## src/rtl/l2_hdr_capture_ctrl_if.sv

```systemverilog
// l2_hdr_capture_ctrl_if: handshake bundle around the L2 header capture
// controller. Carries the ingress and downstream stream handshakes (the data
// bus itself is routed elsewhere) and the header req/ack pair to the
// classifier.
//   master : the capture controller (owns tready, downstream valid/last, hdr_req)
//   slave  : the surrounding stream source/sink and classifier
interface l2_hdr_capture_ctrl_if;
    logic s_axis_tvalid;
    logic s_axis_tlast;
    logic s_axis_tready;
    logic m_axis_tvalid;
    logic m_axis_tlast;
    logic m_axis_tready;
    logic hdr_req;
    logic hdr_ack;

    modport master (
        input  s_axis_tvalid,
        input  s_axis_tlast,
        output s_axis_tready,
        output m_axis_tvalid,
        output m_axis_tlast,
        input  m_axis_tready,
        output hdr_req,
        input  hdr_ack
    );

    modport slave (
        output s_axis_tvalid,
        output s_axis_tlast,
        input  s_axis_tready,
        input  m_axis_tvalid,
        input  m_axis_tlast,
        output m_axis_tready,
        input  hdr_req,
        output hdr_ack
    );
endinterface

```

## src/rtl/l2_hdr_capture_ctrl.sv

```systemverilog
// l2_hdr_capture_ctrl: sequencing controller for the L2 header capture path.
// Admits frames from the ingress stream, drives the header shift register
// controls (frame_start / beat_accept / in_l2_header), flags runt and
// oversize frames, and hands each completed header to the classifier over
// hdr_req/hdr_ack. A new frame is held off while a header is unacknowledged.
// Optional feature: define L2CTRL_STATS_EN to compile in the frame and runt
// statistics counters; without it frame_count/runt_count are tied to zero.
//
// state   | meaning
// --------+-------------------------------------------------------------
// IDLE    | ingress stalled; waiting for tvalid with no header pending
// START   | one-cycle frame_start clear of the shift register, no accept
// HEADER  | accepting the first HDR_BEATS beats, in_l2_header high
// PAYLOAD | passing the remainder of the frame through until tlast
module l2_hdr_capture_ctrl #(
    parameter int DATA_WIDTH          = 64,
    parameter int L2_HEADER_MAX_BYTES = 18,
    parameter int MAX_FRAME_BEATS     = 1024
) (
    input  logic                         clk,
    input  logic                         rst,
    l2_hdr_capture_ctrl_if.master        bus,
    output logic                         frame_start,
    output logic                         beat_accept,
    output logic                         in_l2_header,
    input  logic                         header_valid,
    output logic                         err_runt,
    output logic                         err_oversize,
    output logic [31:0]                  frame_count,
    output logic [15:0]                  runt_count
);

    localparam int BPB       = DATA_WIDTH / 8;
    localparam int HDR_BEATS = (L2_HEADER_MAX_BYTES + BPB - 1) / BPB;
    localparam int CNT_W     = $clog2(MAX_FRAME_BEATS + 2);

    localparam logic [CNT_W-1:0] HDR_LAST_IDX = CNT_W'(HDR_BEATS - 1);
    localparam logic [CNT_W-1:0] CNT_MAX      = CNT_W'(MAX_FRAME_BEATS);
    localparam logic [CNT_W-1:0] CNT_SAT      = CNT_W'(MAX_FRAME_BEATS + 1);

    typedef enum logic [1:0] {
        ST_IDLE    = 2'd0,
        ST_START   = 2'd1,
        ST_HEADER  = 2'd2,
        ST_PAYLOAD = 2'd3
    } state_t;

    state_t           state;
    logic [CNT_W-1:0] beat_cnt;
    logic             hdr_req_q;
    logic             header_valid_q;
    logic             passthru;
    logic             last_accept;
    logic             runt_hit;

    // Stream passthrough is only open while a frame is being carried; IDLE
    // and START present a stalled, idle interface in both directions.
    assign passthru          = (state == ST_HEADER) || (state == ST_PAYLOAD);
    assign bus.s_axis_tready = passthru & bus.m_axis_tready;
    assign bus.m_axis_tvalid = passthru & bus.s_axis_tvalid;
    assign bus.m_axis_tlast  = passthru & bus.s_axis_tlast;
    assign beat_accept       = bus.s_axis_tvalid & bus.s_axis_tready;
    assign last_accept       = beat_accept & bus.s_axis_tlast;
    assign runt_hit          = (state == ST_HEADER) && last_accept && (beat_cnt < HDR_LAST_IDX);
    assign bus.hdr_req       = hdr_req_q;

    // Frame sequencer: state, beat counter and the registered control/error pulses.
    always_ff @(posedge clk or posedge rst) begin
        if (rst) begin
            state        <= ST_IDLE;
            beat_cnt     <= '0;
            frame_start  <= 1'b0;
            in_l2_header <= 1'b0;
            err_runt     <= 1'b0;
            err_oversize <= 1'b0;
        end else begin
            frame_start  <= 1'b0;
            err_runt     <= 1'b0;
            err_oversize <= 1'b0;

            // Saturating count keeps the oversize pulse to one per frame.
            if (beat_accept && (beat_cnt != CNT_SAT)) begin
                beat_cnt <= beat_cnt + CNT_W'(1);
            end
            if (beat_accept && (beat_cnt == CNT_MAX)) begin
                err_oversize <= 1'b1;
            end

            case (state)
                ST_IDLE: begin
                    if (bus.s_axis_tvalid && !hdr_req_q) begin
                        state       <= ST_START;
                        frame_start <= 1'b1;
                    end
                end
                ST_START: begin
                    state        <= ST_HEADER;
                    beat_cnt     <= '0;
                    in_l2_header <= 1'b1;
                end
                ST_HEADER: begin
                    if (beat_accept) begin
                        if (beat_cnt == HDR_LAST_IDX) begin
                            in_l2_header <= 1'b0;
                            state        <= bus.s_axis_tlast ? ST_IDLE : ST_PAYLOAD;
                        end else if (bus.s_axis_tlast) begin
                            in_l2_header <= 1'b0;
                            err_runt     <= 1'b1;
                            state        <= ST_IDLE;
                        end
                    end
                end
                ST_PAYLOAD: begin
                    if (last_accept) begin
                        state <= ST_IDLE;
                    end
                end
                default: begin
                    state        <= ST_IDLE;
                    in_l2_header <= 1'b0;
                end
            endcase
        end
    end

    // Header handoff: raise hdr_req on a rising header_valid, drop it once acked.
    always_ff @(posedge clk or posedge rst) begin
        if (rst) begin
            header_valid_q <= 1'b0;
            hdr_req_q      <= 1'b0;
        end else begin
            header_valid_q <= header_valid;
            if (header_valid && !header_valid_q) begin
                hdr_req_q <= 1'b1;
            end else if (hdr_req_q && bus.hdr_ack) begin
                hdr_req_q <= 1'b0;
            end
        end
    end

`ifdef L2CTRL_STATS_EN
    logic [31:0] frame_cnt_q;
    logic [15:0] runt_cnt_q;

    // Statistics: completed frames wrap, runts saturate.
    always_ff @(posedge clk or posedge rst) begin
        if (rst) begin
            frame_cnt_q <= '0;
            runt_cnt_q  <= '0;
        end else begin
            if (last_accept) begin
                frame_cnt_q <= frame_cnt_q + 32'd1;
            end
            if (runt_hit && (runt_cnt_q != 16'hFFFF)) begin
                runt_cnt_q <= runt_cnt_q + 16'd1;
            end
        end
    end

    assign frame_count = frame_cnt_q;
    assign runt_count  = runt_cnt_q;
`else
    assign frame_count = '0;
    assign runt_count  = '0;
`endif

endmodule
```

## src/flat_wrapper.sv

```systemverilog
// flat-port wrapper written by rule: the top's interface ports become plain ports
module l2_hdr_capture_ctrl_flat 
#(
    parameter int DATA_WIDTH          = 64,
    parameter int L2_HEADER_MAX_BYTES = 18,
    parameter int MAX_FRAME_BEATS     = 1024
)
  (clk, rst, frame_start, beat_accept, in_l2_header, header_valid, err_runt, err_oversize, frame_count, runt_count, bus_s_axis_tvalid, bus_s_axis_tlast, bus_s_axis_tready, bus_m_axis_tvalid, bus_m_axis_tlast, bus_m_axis_tready, bus_hdr_req, bus_hdr_ack);
  l2_hdr_capture_ctrl_if bus_i ();
  input  logic clk;
  input  logic rst;
  output logic frame_start;
  output logic beat_accept;
  output logic in_l2_header;
  input  logic header_valid;
  output logic err_runt;
  output logic err_oversize;
  output logic [31:0] frame_count;
  output logic [15:0] runt_count;
  input wire logic [$bits(bus_i.s_axis_tvalid)-1:0] bus_s_axis_tvalid;
  input wire logic [$bits(bus_i.s_axis_tlast)-1:0] bus_s_axis_tlast;
  output wire logic [$bits(bus_i.s_axis_tready)-1:0] bus_s_axis_tready;
  output wire logic [$bits(bus_i.m_axis_tvalid)-1:0] bus_m_axis_tvalid;
  output wire logic [$bits(bus_i.m_axis_tlast)-1:0] bus_m_axis_tlast;
  input wire logic [$bits(bus_i.m_axis_tready)-1:0] bus_m_axis_tready;
  output wire logic [$bits(bus_i.hdr_req)-1:0] bus_hdr_req;
  input wire logic [$bits(bus_i.hdr_ack)-1:0] bus_hdr_ack;
  assign bus_i.s_axis_tvalid = bus_s_axis_tvalid;
  assign bus_i.s_axis_tlast = bus_s_axis_tlast;
  assign bus_s_axis_tready = bus_i.s_axis_tready;
  assign bus_m_axis_tvalid = bus_i.m_axis_tvalid;
  assign bus_m_axis_tlast = bus_i.m_axis_tlast;
  assign bus_i.m_axis_tready = bus_m_axis_tready;
  assign bus_hdr_req = bus_i.hdr_req;
  assign bus_i.hdr_ack = bus_hdr_ack;
  l2_hdr_capture_ctrl #(.DATA_WIDTH(DATA_WIDTH), .L2_HEADER_MAX_BYTES(L2_HEADER_MAX_BYTES), .MAX_FRAME_BEATS(MAX_FRAME_BEATS)) u_core (.clk(clk), .rst(rst), .bus(bus_i), .frame_start(frame_start), .beat_accept(beat_accept), .in_l2_header(in_l2_header), .header_valid(header_valid), .err_runt(err_runt), .err_oversize(err_oversize), .frame_count(frame_count), .runt_count(runt_count));
endmodule
```

## config.mk

```make
export PLATFORM = sky130hd
export DESIGN_NAME = l2_hdr_capture_ctrl_flat
export DESIGN_NICKNAME = d
export VERILOG_FILES = /design/src/rtl/l2_hdr_capture_ctrl_if.sv /design/src/rtl/l2_hdr_capture_ctrl.sv /design/src/flat_wrapper.sv
export SDC_FILE = /design/constraint.sdc
export NUM_CORES = 1
export LEC_CHECK = 0
export BUFFER_PORTS_ARGS = -buffer_cell sky130_fd_sc_hd__buf_2
export CORE_MARGIN = 1
export CORE_UTILIZATION = 46
export CTS_CLUSTER_DIAMETER = 200
export DETAILED_ROUTE_END_ITERATION = 7
export MAX_ROUTING_LAYER = met4
export PLACE_DENSITY = 0.84
export SLEW_MARGIN = 20
export SYNTH_ARGS = -nofsm -noshare
export SYNTH_HDL_FRONTEND = slang
export SYNTH_SLANG_ARGS = --single-unit
export TNS_END_PERCENT = 10
```

## constraint.sdc

```tcl
create_clock -name clk -period 1.9 [get_ports clk]
set_input_delay 0.38 -clock clk [delete_from_list [all_inputs] [get_ports clk]]
set_output_delay 0.38 -clock clk [all_outputs]
set_load 0.005 [all_outputs]
```

==> flow_metrics.env <==
export IMPL_finalWirelength_um=1968
export IMPL_cts_setup_buffers=0
export IMPL_fmax_ghz=0.5860
export IMPL_syn2layout_area_growth_pct=-4.579
export IMPL_max_slew_margin=0.5382
export IMPL_first_iter_violations=19
export IMPL_netlist_area_leader_share=0.3480
export IMPL_final_hold_violation_count=0
export IMPL_startpoint_type="flip-flop"
export IMPL_clk_path_buf_depth=2
export IMPL_coreArea_um2=2781
export IMPL_grt_usage=0.1418
export IMPL_maxSlewViolCount=0
export IMPL_ys_types=38
export IMPL_antennaDiodeCount=0
export IMPL_nets=173
export IMPL_cts_hold_buf=0
export IMPL_cap_viol_max_count=0
export IMPL_critPathKind="reg -> out"
export IMPL_io_buffers=15
export IMPL_antenna_found_initial=0
export IMPL_arrival_ns=1.33
export IMPL_status="finished, final reports clean"
export IMPL_htree_levels=1
export IMPL_ys_flop_type="dfrtp_1"
export IMPL_worstSetupEndpointType="output pin"
export IMPL_synth_edf_count=0
export IMPL_fin_ws_ns=0.1935
export IMPL_grt_pass1_wl_um=3387
export IMPL_synth_cell_area_um2=1366
export IMPL_setup_violations=0
export IMPL_root_buffer="clkbuf_4"
export IMPL_synth_most_common_cell="buf_4"
export IMPL_synthCells=146
export IMPL_dp_hpwl_um=1486
export IMPL_rsz0062_at_grt="false"
export IMPL_clkLatencyLatePin_ns=0.29
export IMPL_grt_max_degree=20
export IMPL_synth_commonest_cells="buf_4, dfrtp_1, nand2_1, inv_1, nor2_1"
export IMPL_vias=868
export IMPL_io_pins=64
export IMPL_yosysWarnings=0
export IMPL_cts_sinks=19
export IMPL_routabilityCongestion=0.8996
export IMPL_rows=19
export IMPL_period_share=0.8982
export IMPL_cts_inserted_buffers=3
export IMPL_drc=0
export IMPL_place_ws_ns=0.3912
export IMPL_ant_nets=0
export IMPL_vdd_drop_max_mv=0.5569
export IMPL_drt_first_pass_iters=4
export IMPL_seq_area_um2=476.7
export IMPL_start_util=0.4912
export IMPL_pwr_density_cell_nw_per_um2=880.0
export IMPL_finalCriticalPeriod_ns=1.706
export IMPL_cp_data_required_time_ns=1.52
export IMPL_multi_input_area_um2=656.9
export IMPL_grt_overflow=0
export IMPL_synthTopCellsByArea="dfrtp_1, buf_4, ha_1"
export IMPL_wl_per_cell_um=10.25
export IMPL_hold_class="in -> async"
export IMPL_async_reset_ff_frac=1.000
export IMPL_worst_slew_pin_slew_ns=0.6919
export IMPL_cp_max_fo=9
export IMPL_synth_seq_cells=19
export IMPL_fill_cells=269
export IMPL_leakage_nw=0.6760
export IMPL_die_h_um=56.50
export IMPL_vias_per_cell=4.521
export IMPL_clock_skew_ns=0.002652
export IMPL_fin_setup_tns_ns=0
export IMPL_clk_pin_slew_ns=0.10
export IMPL_synth_largest_area_cell="dfrtp_1"
export IMPL_synth_area_per_cell_um2=9.358
export IMPL_die_area_um2=3192
export IMPL_ys_seq_area_frac=0.3480
export IMPL_chipWidth_um=56.50
export IMPL_cts_tree="done"
export IMPL_cts_resized=0
export IMPL_drive_above_1_share=0.1677
export IMPL_grt_pass1_vias=726
-- metal layers --
| metal | routed length, um | share of wire | track usage | vias up |
|---|---|---|---|---|
| met5 | 0 | 0 | - | - |
| met2 | 961 | 0.49 | 0.2134 | 46 |
| li1 | - | - | - | 424 |
| met3 | 137 | 0.070 | 0.04147 | 0 |
| met4 | 0 | 0 | 0.05226 | 0 |
| met1 | 870 | 0.44 | 0.1809 | 398 |
-- logic make-up (layout without fill, tap and decap cells) --
| group | Yosys count | count (layout) | synth area share |
|---|---|---|---|
| buf+inv | 59 | 27 | 0.3004 |
| simple gates | 44 | 44 | 0.2079 |
| fa+ha+maj | 4 | 4 | 0.03663 |
| mux | 1 | 1 | 0.007326 |
| xor+xnor | 6 | 6 | 0.03846 |
| flops | 19 | 19 | 0.3480 |
| compound gates | 12 | 12 | 0.05862 |
| other cells | 1 | 48 | 0.002745 |
-- report_power, final --
group	internal (W)	total [W]	switching, W
clock network	0.0000817	0.000196	0.000114
logic	0.000153	0.000354	0.000200
registers	0.000480	0.000598	0.000118
total	0.000715	0.00115	0.000433
-- metrics by stage --
| step | power (W) | hold slack [ns] | cells | cell area (um^2) | util |
|---|---|---|---|---|---|
| after detailed placement | 0.0009551 | 0.4290 | 188 | 1276 | 0.4588 |
| after global routing | 0.001252 | 0.1751 | 192 | 1304 | 0.4687 |
| after floorplan | 0.0009448 | 0.3311 | 193 | 1543 | - |
| after CTS | 0.001155 | 0.1886 | 192 | 1303 | 0.4683 |
| after global placement | 0.0009445 | 0.4175 | 188 | 1276 | 0.4588 |
| final | 0.001147 | 0.1758 | 192 | 1304 | 0.4687 |
-- state kept, by name, summed over array words and instances (netlist names) --
name and flops:
u_core.beat_cnt 11, u_core.bus.hdr_req 1, u_core.err_oversize 1, u_core.err_runt 1, u_core.frame_start 1, u_core.header_valid_q 1, u_core.in_l2_header 1, u_core.state 2
-- worst max-delay path, cell delays in order (launching register included) --
cell	delay (ns)
dfrtp_2	0.47
and2_1	0.18
nand2_1	0.10
inv_2	0.15
buf_2	0.14
-- layout by cell type, fill, tap and decap left out, types with 3 or more instances in the layout --
| master | netlist | final |
|---|---|---|
| clkbuf_4 | 0 | 3 |
| nor2_2 | 3 | 3 |
| dfrtp_1 | 19 | 18 |
| nand2_1 | 8 | 8 |
| conb_1 | 1 | 48 |
| or3_1 | 3 | 3 |
| nand4_1 | 4 | 4 |
| a21oi_1 | 3 | 3 |
| nand3_1 | 4 | 4 |
| xnor2_1 | 5 | 5 |
| nor2_1 | 6 | 6 |
| nor4_1 | 3 | 3 |
| inv_1 | 7 | 7 |
| buf_2 | 1 | 15 |
| ha_1 | 4 | 4 |
-- final timing paths --
check / start / end / slack [ns] / cells past startpoint
worst max register to register: u_core.beat_cnt[6] / u_core.in_l2_header / 0.36 / 4
worst min register to register: u_core.header_valid_q / u_core.bus.hdr_req / 0.43 / 1
min in group clk: header_valid / u_core.header_valid_q / 0.20 / 1
max in group asynchronous: rst / u_core.state[1] / 1.24 / 2
worst max-delay path: u_core.state[1] / beat_accept / 0.19 / 4
worst min-delay path: rst / u_core.state[0] / 0.18 / 2
-- cell type report --
class / count / area share
clock buffers: 4 / 0.02015
inverters: 8 / 0.02303
multi-input cells: 115 / 0.5038
flip-flops and latches: 19 / 0.3656
well taps: 31 / 0.02975
repair buffers: 15 / 0.05758
No activity file was read; power rests on OpenSTA's default activity.
